File: config.mk
export PLATFORM = sky130hd
export DESIGN_NAME = vga_sync_gen
export DESIGN_NICKNAME = d
export VERILOG_FILES = /design/src/rtl/vga_sync_gen.sv
export SDC_FILE = /design/constraint.sdc
export NUM_CORES = 1
export LEC_CHECK = 0
export ABC_AREA = 0
export CORE_MARGIN = 2
export CORE_UTILIZATION = 56
export CTS_BUF_LIST = sky130_fd_sc_hd__clkbuf_8 sky130_fd_sc_hd__clkbuf_16
export DETAILED_ROUTE_END_ITERATION = 7
export PLACE_DENSITY = 0.82
export SETUP_SLACK_MARGIN = 0.05
export SYNTH_ARGS = -nofsm -noshare
export SYNTH_HDL_FRONTEND = slang
export SYNTH_SLANG_ARGS = --single-unit
File: constraint.sdc
create_clock -name clk -period 5 [get_ports clk]
set_clock_uncertainty 0.2 [all_clocks]
set_input_delay 0.5 -clock clk [delete_from_list [all_inputs] [get_ports clk]]
set_output_delay 0.5 -clock clk [all_outputs]
set_load 0.02 [all_outputs]
File: src/rtl/vga_sync_gen.sv
// rtl/vga_sync_gen.sv - VGA sync timing generator with pixel strobe, frame pulse and cursor blink
//
// Ports:
//   clk        system clock, all state on the rising edge
//   reset      asynchronous active-high reset
//   hsync      horizontal sync, active-low, registered
//   vsync      vertical sync, active-low, registered
//   video_on   high while (pixel_x, pixel_y) is inside the visible area, registered
//   p_tick     one-clk pixel enable, one clk in every four
//   pixel_x    current horizontal count
//   pixel_y    current vertical count
//   frame_end  one-clk pulse on the last pixel of the frame
//   parpadeo   cursor blink level, toggles every BLINK_FRAMES frames

module vga_sync_gen #(
    parameter int H_DISPLAY    = 640,
    parameter int H_FRONT      = 16,
    parameter int H_SYNC       = 96,
    parameter int H_BACK       = 48,
    parameter int V_DISPLAY    = 480,
    parameter int V_FRONT      = 10,
    parameter int V_SYNC       = 2,
    parameter int V_BACK       = 33,
    parameter int BLINK_FRAMES = 30
) (
    input  logic       clk,
    input  logic       reset,
    output logic       hsync,
    output logic       vsync,
    output logic       video_on,
    output logic       p_tick,
    output logic [9:0] pixel_x,
    output logic [9:0] pixel_y,
    output logic       frame_end,
    output logic       parpadeo
);

    localparam int H_TOTAL = H_DISPLAY + H_FRONT + H_SYNC + H_BACK;
    localparam int V_TOTAL = V_DISPLAY + V_FRONT + V_SYNC + V_BACK;
    localparam int XW      = (H_TOTAL > 1) ? $clog2(H_TOTAL) : 1;
    localparam int YW      = (V_TOTAL > 1) ? $clog2(V_TOTAL) : 1;
    localparam int FW      = (BLINK_FRAMES > 1) ? $clog2(BLINK_FRAMES) : 1;

    localparam logic [XW-1:0] X_MAX      = XW'(H_TOTAL - 1);
    localparam logic [YW-1:0] Y_MAX      = YW'(V_TOTAL - 1);
    localparam logic [XW-1:0] X_VIS      = XW'(H_DISPLAY);
    localparam logic [YW-1:0] Y_VIS      = YW'(V_DISPLAY);
    localparam logic [XW-1:0] HS_START   = XW'(H_DISPLAY + H_FRONT);
    localparam logic [XW-1:0] HS_END     = XW'(H_DISPLAY + H_FRONT + H_SYNC - 1);
    localparam logic [YW-1:0] VS_START   = YW'(V_DISPLAY + V_FRONT);
    localparam logic [YW-1:0] VS_END     = YW'(V_DISPLAY + V_FRONT + V_SYNC - 1);
    localparam logic [FW-1:0] FRAME_MAX  = FW'(BLINK_FRAMES - 1);

    logic [1:0]    div_cnt;
    logic [XW-1:0] x_cnt;
    logic [XW-1:0] x_next;
    logic [YW-1:0] y_cnt;
    logic [YW-1:0] y_next;
    logic [FW-1:0] frame_cnt;
    logic          x_last;
    logic          y_last;
    logic          hsync_q;
    logic          vsync_q;
    logic          video_q;
    logic          blink_q;

    always_ff @(posedge clk or posedge reset) begin
        if (reset) begin
            div_cnt <= 2'd0;
        end else begin
            div_cnt <= div_cnt + 2'd1;
        end
    end

    // div_cnt is already cleared during reset; the reset term keeps the
    // strobe low even while the reset edge is propagating.
    assign p_tick = ~reset & (div_cnt == 2'd3);

    assign x_last = (x_cnt == X_MAX);
    assign y_last = (y_cnt == Y_MAX);

    always_comb begin
        x_next = x_cnt;
        y_next = y_cnt;
        if (p_tick) begin
            if (x_last) begin
                x_next = '0;
                y_next = y_last ? '0 : y_cnt + YW'(1);
            end else begin
                x_next = x_cnt + XW'(1);
            end
        end
    end

    // Sync and blanking are decoded from the next position so the registered
    // outputs line up with the counters they describe.
    always_ff @(posedge clk or posedge reset) begin
        if (reset) begin
            x_cnt   <= '0;
            y_cnt   <= '0;
            hsync_q <= 1'b1;
            vsync_q <= 1'b1;
            video_q <= 1'b1;
        end else begin
            x_cnt   <= x_next;
            y_cnt   <= y_next;
            hsync_q <= ~((x_next >= HS_START) && (x_next <= HS_END));
            vsync_q <= ~((y_next >= VS_START) && (y_next <= VS_END));
            video_q <= (x_next < X_VIS) && (y_next < Y_VIS);
        end
    end

    assign frame_end = p_tick & x_last & y_last;

    always_ff @(posedge clk or posedge reset) begin
        if (reset) begin
            frame_cnt <= '0;
            blink_q   <= 1'b0;
        end else if (frame_end) begin
            if (frame_cnt == FRAME_MAX) begin
                frame_cnt <= '0;
                blink_q   <= ~blink_q;
            end else begin
                frame_cnt <= frame_cnt + FW'(1);
            end
        end
    end

    assign hsync    = hsync_q;
    assign vsync    = vsync_q;
    assign video_on = video_q;
    assign pixel_x  = 10'(x_cnt);
    assign pixel_y  = 10'(y_cnt);
    assign parpadeo = blink_q;

endmodule

* After elaboration in Yosys (flattened, before gate mapping)
Cells that the tools add are included.
** Word-level totals
- Flip-flop bits (word level) :: 31
- Bits of input ports :: 2
- Logic and storage cells :: 39
** Cells by class
- Add/subtract/negate cells :: 4
- $lt $le $gt $ge :: 6
- Reduce and logical (&&, ||, !) cells :: 4
- Bitwise operators :: 7
- Eq/ne operators :: 4
- Muxes and demuxes :: 6
** Operators with widths (number)
- $mux W10 :: 5
- $add A10 B1 Y10 const B :: 2
- $eq A10 B10 Y1 const B :: 2
- $ge A10 B10 Y1 const B :: 1
- $ge A10 B9 Y1 const B :: 1
- $le A10 B10 Y1 const B :: 1
- $le A10 B9 Y1 const B :: 1
- $lt A10 B10 Y1 const B :: 1
- $lt A10 B9 Y1 const B :: 1
- $add A5 B1 Y5 const B :: 1
- $eq A5 B5 Y1 const B :: 1
- $mux W5 :: 1
- $not A1 Y1 :: 4
- $and A1 B1 Y1 :: 3
- $logic_and A1 B1 Y1 :: 3
- $add A2 B1 Y2 const B :: 1
- $eq A2 B2 Y1 const B :: 1
- $reduce_and A2 Y1 :: 1

* Logic depth before layout (Yosys ltp)
Gate-level depths: netlist of the first run.
- Depth after elaboration :: 7
- Gate-level depth with buffers :: 9
- Mapped depth without buffers :: 8

* Least setup slack after synthesis of the first run
Ideal clock, no wire load.
- Path type :: reg2out
- Start :: register x_cnt[0] (netlist: pixel_x[0])
- End :: output frame_end
- Path buffers :: 2
- Path slack :: 2.310 ns
- Cell stages (with the launch flop) :: 8
- Data required time :: 4.300 ns
- Arrival time :: 1.990 ns
- Cell sequence :: dfrtp_1 ha_1 nand4_1 or4_1 buf_2 or2_1 buf_6 inv_2
** On the way
- Word-level cells in the longest chain between the ends :: 3
** Ends and longest elaborated chain
- from (decl) :: line 55 : logic [XW-1:0] x_cnt;
- from (signal assigned) :: line 105 : x_cnt <= x_next;
- $eq A10 B10 Y1 :: line 79 : assign x_last = (x_cnt == X_MAX);
- $and A1 B1 Y1 (2 in a row) :: line 113 : assign frame_end = p_tick & x_last & y_last;
- to (decl) :: line 34 : output logic frame_end,
No other way between the ends.

* Worst setup path in the final report of the first run
- Start :: input reset
- End :: output frame_end
** On the way
- Word-level cells in the longest chain between the ends :: 4
** Ends and longest elaborated chain
- from (decl) :: line 27 : input logic reset,
- $not A1 Y1 :: line 77 : assign p_tick = ~reset & (div_cnt == 2'd3);
- $and A1 B1 Y1 :: line 77
- $and A1 B1 Y1 (2 in a row) :: line 113
No other way between the ends.

==> flow_summary.yaml, run 1 <==
status:
  outcome: "finished clean"
logic_synthesis:
  yosys.area_share.simple: 0.246
  ys_async_sr_fraction: 1.00
  yosysTopAreaCell: "dfrtp_1"
  yosysSeqAreaShare: 0.471
  synth_xor_area_frac: 0.0582
  synth-compound-area-share: 0.120
  yosys.cell_types.count: 47
  synthAdderAreaFrac: 0.0454
  synth_area_sq_mm: 0.00166
  synth_top_area_frac: 0.423
  synthesis.nets: 181
  ys_warn_count: 0
  synthFlopType: "dfrtp_1"
  synth_top_family_by_area: "simple AND/OR/NAND/NOR gates"
  muxShareOfSynthArea: 0.00680
  synth-edff-count: 0
  netlist_instances: 173
  synth_area_per_cell_sq_um: 9.57
  ys_ff_latch: 31
  synth_area_leaders: "dfrtp_1 (42%), dfstp_2 (4.8%), xnor2_1 (4.8%)"
layout:
  fin_util: 0.732
  n_antenna_cell: 0
  layout_common_cells: "dfrtp_1 (28), clkdlybuf4s50_1 (27), inv_1 (16), nand2_1 (16)"
  fin_area_sq_mm: 0.00204
  syn2layout_area_growth_pct: 23.0
  num-nets-final: 211
  final_common_cell: "dfrtp_1"
  multi_input_area_sq_um: 795
  finalNonFillerCells: 235
  n_fill_cell: 210
  seqCellArea_sq_um: 779
  layout-drive-gt1-share: 0.0882
floorplanning:
  coreArea_sq_mm: 0.00278
  rows: 19
  start_util: 0.595
  pin_count: 28
  die_w_microns: 58.4
  dieArea_sq_mm: 0.00341
  dieHeight_microns: 58.4
drt:
  ant_nets: 0
  drt_wl_total_microns: 3780
  wl_per_cell_microns: 16.1
  drc: 0
  avgViaCountPerCell: 6.20
  drt_iter0_drc: 49
  vias: 1456
  first_pass_iters: 4
timing:
  period_minus_slack_ns: 3.66
  slew_headroom: 0.599
  max_freq_mhz: 273
  rsz0062_at_grt: "false"
  tns_ns: 0
  worstMarginPinSlew_ns: 0.593
  finalMaxSlewViolations: 0
  setup_viol: 0
  final-hold-violation-count: 0
  period_share: 0.732
cts:
  numCtsBuffers: 5
  cts_max_level: 2
  cts_sinks: 31
  insertion_delay_ns: 0.28
  clk_pin_slew_worst_paths_ns: 0.06
  ctsResizeCount: 0
  clockBufferDepth: 2
  ctsHoldBuffers: 0
  cts_tree: "yes"
  post-cts-setup-buffers: 0
  root_buffer: "clkbuf_8"
power_and_ir_drop:
  finalPower_uw: 536
  power.density_mw_per_mm2: 263
  cellLeakagePower_nw: 0.906
  max-vdd-ir-drop_mv: 0.232
placed_design:
  portBuffers: 27
  routabilityCongestion: 0.867
  placed_area_sq_mm: 0.00195
  dpl.hpwl_microns: 2760
  place_inst: 227
global_route:
  grt_start_max_net_pins: 26
  grt_antenna_before_repair: 0
  grt_pass1_wl_microns: 6520
  grt_overflow: 0
  grt_util_all_layers: 0.258
  grt_pass1_vias: 1431
critical_path:
  worstSetupPathType: "primary input to output port"
  rr_startpoint: "pixel_x[0]$_DFF_PP0_"
  cp.required_ns: 4.30
  r2r_setup_slack_ns: 2.37
  worst-path-max-fanout: 8
  worstPathArrival_ns: 2.96
  setup.worst_path.start_class: "primary input"
  cp-startpoint: "reset"
  crit_path_end_kind: "output port"
flow_run:
  cap_violations: 0
min_path:
  hold_path_class: "flip-flop to flip-flop"
  worstHoldStart: "div_cnt[0]$_DFF_PP0_"
## flip-flops by register name (all words and copies together), names as in the netlist
name	count
vsync	1
hsync	1
pixel_x	10
video_on	1
pixel_y	10
parpadeo	1
frame_cnt	5
div_cnt	2
## kinds of logic after synthesis
| family | after synthesis |
|---|---|
| AND/OR/NAND/NOR | 73 |
| buffers and inverters | 21 |
| flip-flops | 31 |
| multiplexers | 1 |
| adder cells (fa/ha/maj) | 6 |
| XOR/XNOR | 11 |
| AO/OA/AOI/OAI | 30 |
## cell usage after synthesis (all sizes together), types with 4 or more instances
cell     n
a21oi    6
o21ai   10
ha       6
or3      4
nor3     6
clkbuf   4
nand3    8
xnor2    9
dfrtp   28
nand4    8
nand2   16
nor2     9
inv     15
## power breakdown
group / internal, mW / leakage, nW / switching (mW) / total (mW)
registers: 0.264 / 0.391 / 0.0197 / 0.283
clock network: 0.0933 / 0.0505 / 0.0892 / 0.182
logic: 0.0328 / 0.464 / 0.0376 / 0.0704
total: 0.390 / 0.906 / 0.146 / 0.536
## stage by stage
step | setup slack [ns] | hold WS (ns)
floorplan | 2.31 | 0.201
global placement | 1.46 | 0.212
detailed placement | 1.35 | 0.218
CTS | 1.35 | 0.229
global route | 1.24 | 0.244
finish | 1.34 | 0.223
## worst max-delay path, stage by stage
cell and delay [ns]:
clkdlybuf4s50_1 0.46, nand2b_1 0.26, or4_1 0.65, or2_1 0.36
inv_2 0.12, clkdlybuf4s50_1 0.61
## worst paths after layout
path	end	cells past startpoint
worst min-delay path	div_cnt[0]$_DFF_PP0_	1
max in group asynchronous	hsync$_DFF_PP1_	3
worst max-delay path	frame_end	6
worst max register to register	frame_cnt[1]$_DFFE_PP0P_	6
worst min register to register	div_cnt[0]$_DFF_PP0_	1
min in group asynchronous	frame_cnt[0]$_DFFE_PP0P_	2
## area by class of cell
class                           count  share of cell area
Multi-Input combinational cell    121               0.390
Tap cell                           31              0.0191
Clock inverter                      3             0.00615
Sequential cell                    31               0.383
Clock buffer                        5              0.0338
Timing Repair Buffer               29               0.140
Inverter                           15              0.0277
## routing by layer
layer | wire [microns] | vias to the layer above | global-route usage
met2 | 1890 | 54 | 0.409
met5 | 0 | - | 0
li1 | - | 677 | -
met3 | 244 | 7 | 0.0725
met1 | 1570 | 718 | 0.326
met4 | 78 | 0 | 0.126
Note: power is estimated with default switching activity, not from simulation.
==> inputs of run 2 (changes only) <==
--- a/config.mk
+++ b/config.mk
@@ -7,10 +7,10 @@
 export LEC_CHECK = 0
 export ABC_AREA = 0
 export CORE_MARGIN = 2
-export CORE_UTILIZATION = 56
+export CORE_UTILIZATION = 52
 export CTS_BUF_LIST = sky130_fd_sc_hd__clkbuf_8 sky130_fd_sc_hd__clkbuf_16
 export DETAILED_ROUTE_END_ITERATION = 7
-export PLACE_DENSITY = 0.82
+export PLACE_DENSITY = 0.76
 export SETUP_SLACK_MARGIN = 0.05
 export SYNTH_ARGS = -nofsm -noshare
 export SYNTH_HDL_FRONTEND = slang
==> constraint.sdc (replaced) <==
create_clock -name clk -period 3.4 [get_ports clk]
set_clock_uncertainty 0.2 [all_clocks]
set_input_delay 0.34 -clock clk [delete_from_list [all_inputs] [get_ports clk]]
set_output_delay 0.34 -clock clk [all_outputs]
set_load 0.02 [all_outputs]
==> run 2 against run 1 <==
Total power grew 53%. Die area up 7.1%. Non-clock buffer count rose by 2. Worst setup slack worse by 0.84 ns. Via count down 0.69%. Combinational power up 48%. Critical path type is now flip-flop to output port.
==> flow_summary.yaml, run 2 (synthesized netlist as in run 1, its figures left out) <==
status:
  outcome: "finished clean"
timing:
  worstMarginPinSlew_ns: 0.496
  period_minus_slack_ns: 2.90
  setup_viol: 0
  finalMaxSlewViolations: 0
  final-hold-violation-count: 0
  hold_slack_ns: 0.197
  rsz0062_at_grt: "false"
  slew_headroom: 0.664
  tns_ns: 0
  max_freq_mhz: 345
  period_share: 0.852
placed_design:
  routabilityCongestion: 0.826
  dpl.hpwl_microns: 2600
  place_inst: 242
  portBuffers: 27
critical_path:
  crit_path_end_kind: "output port"
  worst-path-max-fanout: 6
  worstSetupPathType: "flip-flop to output port"
  worstPathArrival_ns: 2.36
  setup.worst_path.start_class: "flip-flop"
  cp.required_ns: 2.86
floorplanning:
  dieArea_sq_mm: 0.00365
  start_util: 0.542
  coreArea_sq_mm: 0.00305
  dieHeight_microns: 60.4
  pin_count: 28
  rows: 20
  die_w_microns: 60.4
layout:
  layout-drive-gt1-share: 0.102
  final_common_cell: "dfrtp_1"
  layout_common_cells: "dfrtp_1 (28), clkdlybuf4s50_1 (26), nand2_1 (16)"
  n_antenna_cell: 0
  syn2layout_area_growth_pct: 25.6
  num-nets-final: 213
  finalNonFillerCells: 250
  fin_util: 0.681
drt:
  drc: 0
  ant_nets: 0
  drt_wl_total_microns: 3760
  vias: 1446
  wl_per_cell_microns: 15.0
  first_pass_iters: 4
  drt_iter0_drc: 112
  avgViaCountPerCell: 5.78
global_route:
  grt_start_max_net_pins: 23
  grt_util_all_layers: 0.234
  grt_antenna_before_repair: 0
  grt_pass1_wl_microns: 6270
  grt_overflow: 0
  grt_pass1_vias: 1391
flow_run:
  cap_violations: 0
min_path:
  hold_path_class: "primary input to async pin"
power_and_ir_drop:
  cellLeakagePower_nw: 0.935
  power.density_mw_per_mm2: 395
  max-vdd-ir-drop_mv: 0.289
cts:
  insertion_delay_ns: 0.29
  cts_max_level: 2
  clockBufferDepth: 2
  clk_pin_slew_worst_paths_ns: 0.06
  numCtsBuffers: 5
  cts_tree: "yes"
  cts_sinks: 31
  root_buffer: "clkbuf_8"
run 2: critical path, cell delays in order, from the launching register on:
cell            delay [ns]
dfrtp_1               0.41
ha_1                  0.26
nand4_1               0.17
or4_1                 0.56
or2_1                 0.33
inv_2                 0.13
dlymetal6s2s_1        0.23
run 2: power by group:
group | total [mW] | switching (mW) | internal, mW
registers | 0.420 | 0.0324 | 0.387
logic | 0.104 | 0.0560 | 0.0476
clock network | 0.299 | 0.139 | 0.160
total | 0.822 | 0.227 | 0.595
run 2: cell type report:
cell class / count / area (sq um)
fill: 247 / 973
multi-input combinational: 121 / 795
sequential: 31 / 779
timing repair buffer: 31 / 303
clock buffer: 6 / 82.6
inverter: 15 / 56.3
tap: 44 / 55.1
clock inverter: 2 / 8.76
run 2: metal layers:
layer / up-vias / global-route usage / share of wire / routed length (microns)
li1: 683 / - / - / -
met1: 687 / 0.283 / 0.43 / 1610
met2: 63 / 0.377 / 0.48 / 1810
met3: 13 / 0.0682 / 0.060 / 227
met4: 0 / 0.127 / 0.029 / 110
met5: - / 0 / 0 / 0
run 2: stage by stage:
step / instance area (sq um) / worst slack [ns] / power [mW]
6_report: 2080 / 0.502 / 0.822
3_5_place_dp: 1990 / 0.255 / 0.529
4_1_cts: 2080 / 0.122 / 0.826
3_3_place_gp: 1990 / 0.313 / 0.523
2_1_floorplan: 1660 / 0.858 / 0.472
5_1_grt: 2080 / 0.375 / 0.860
run 2: final timing paths:
check                      depth (start not counted)                 start  slack [ns]                   end
max reg2reg                                        7  pixel_x[0]$_DFF_PP0_        0.91  pixel_y[4]$_DFF_PP0_
max in group asynchronous                          3                 reset        2.14       vsync$_DFF_PP1_
min in group clk                                   1  div_cnt[0]$_DFF_PP0_        0.23  div_cnt[0]$_DFF_PP0_
max                                                6  pixel_x[0]$_DFF_PP0_        0.50             frame_end
min reg2reg                                        1  div_cnt[0]$_DFF_PP0_        0.23  div_cnt[0]$_DFF_PP0_
min                                                2                 reset        0.20  pixel_x[9]$_DFF_PP0_
run 2: timing repair:
| action | 4_1_cts | 5_1_grt |
|---|---|---|
| hold buffers | 0 | 0 |
| gates resized for setup | 0 | 1 |
| setup endpoints to repair | 0 | 1 |
| endpoints found under the hold margin | 0 | 0 |
| setup buffers | 0 | 0 |
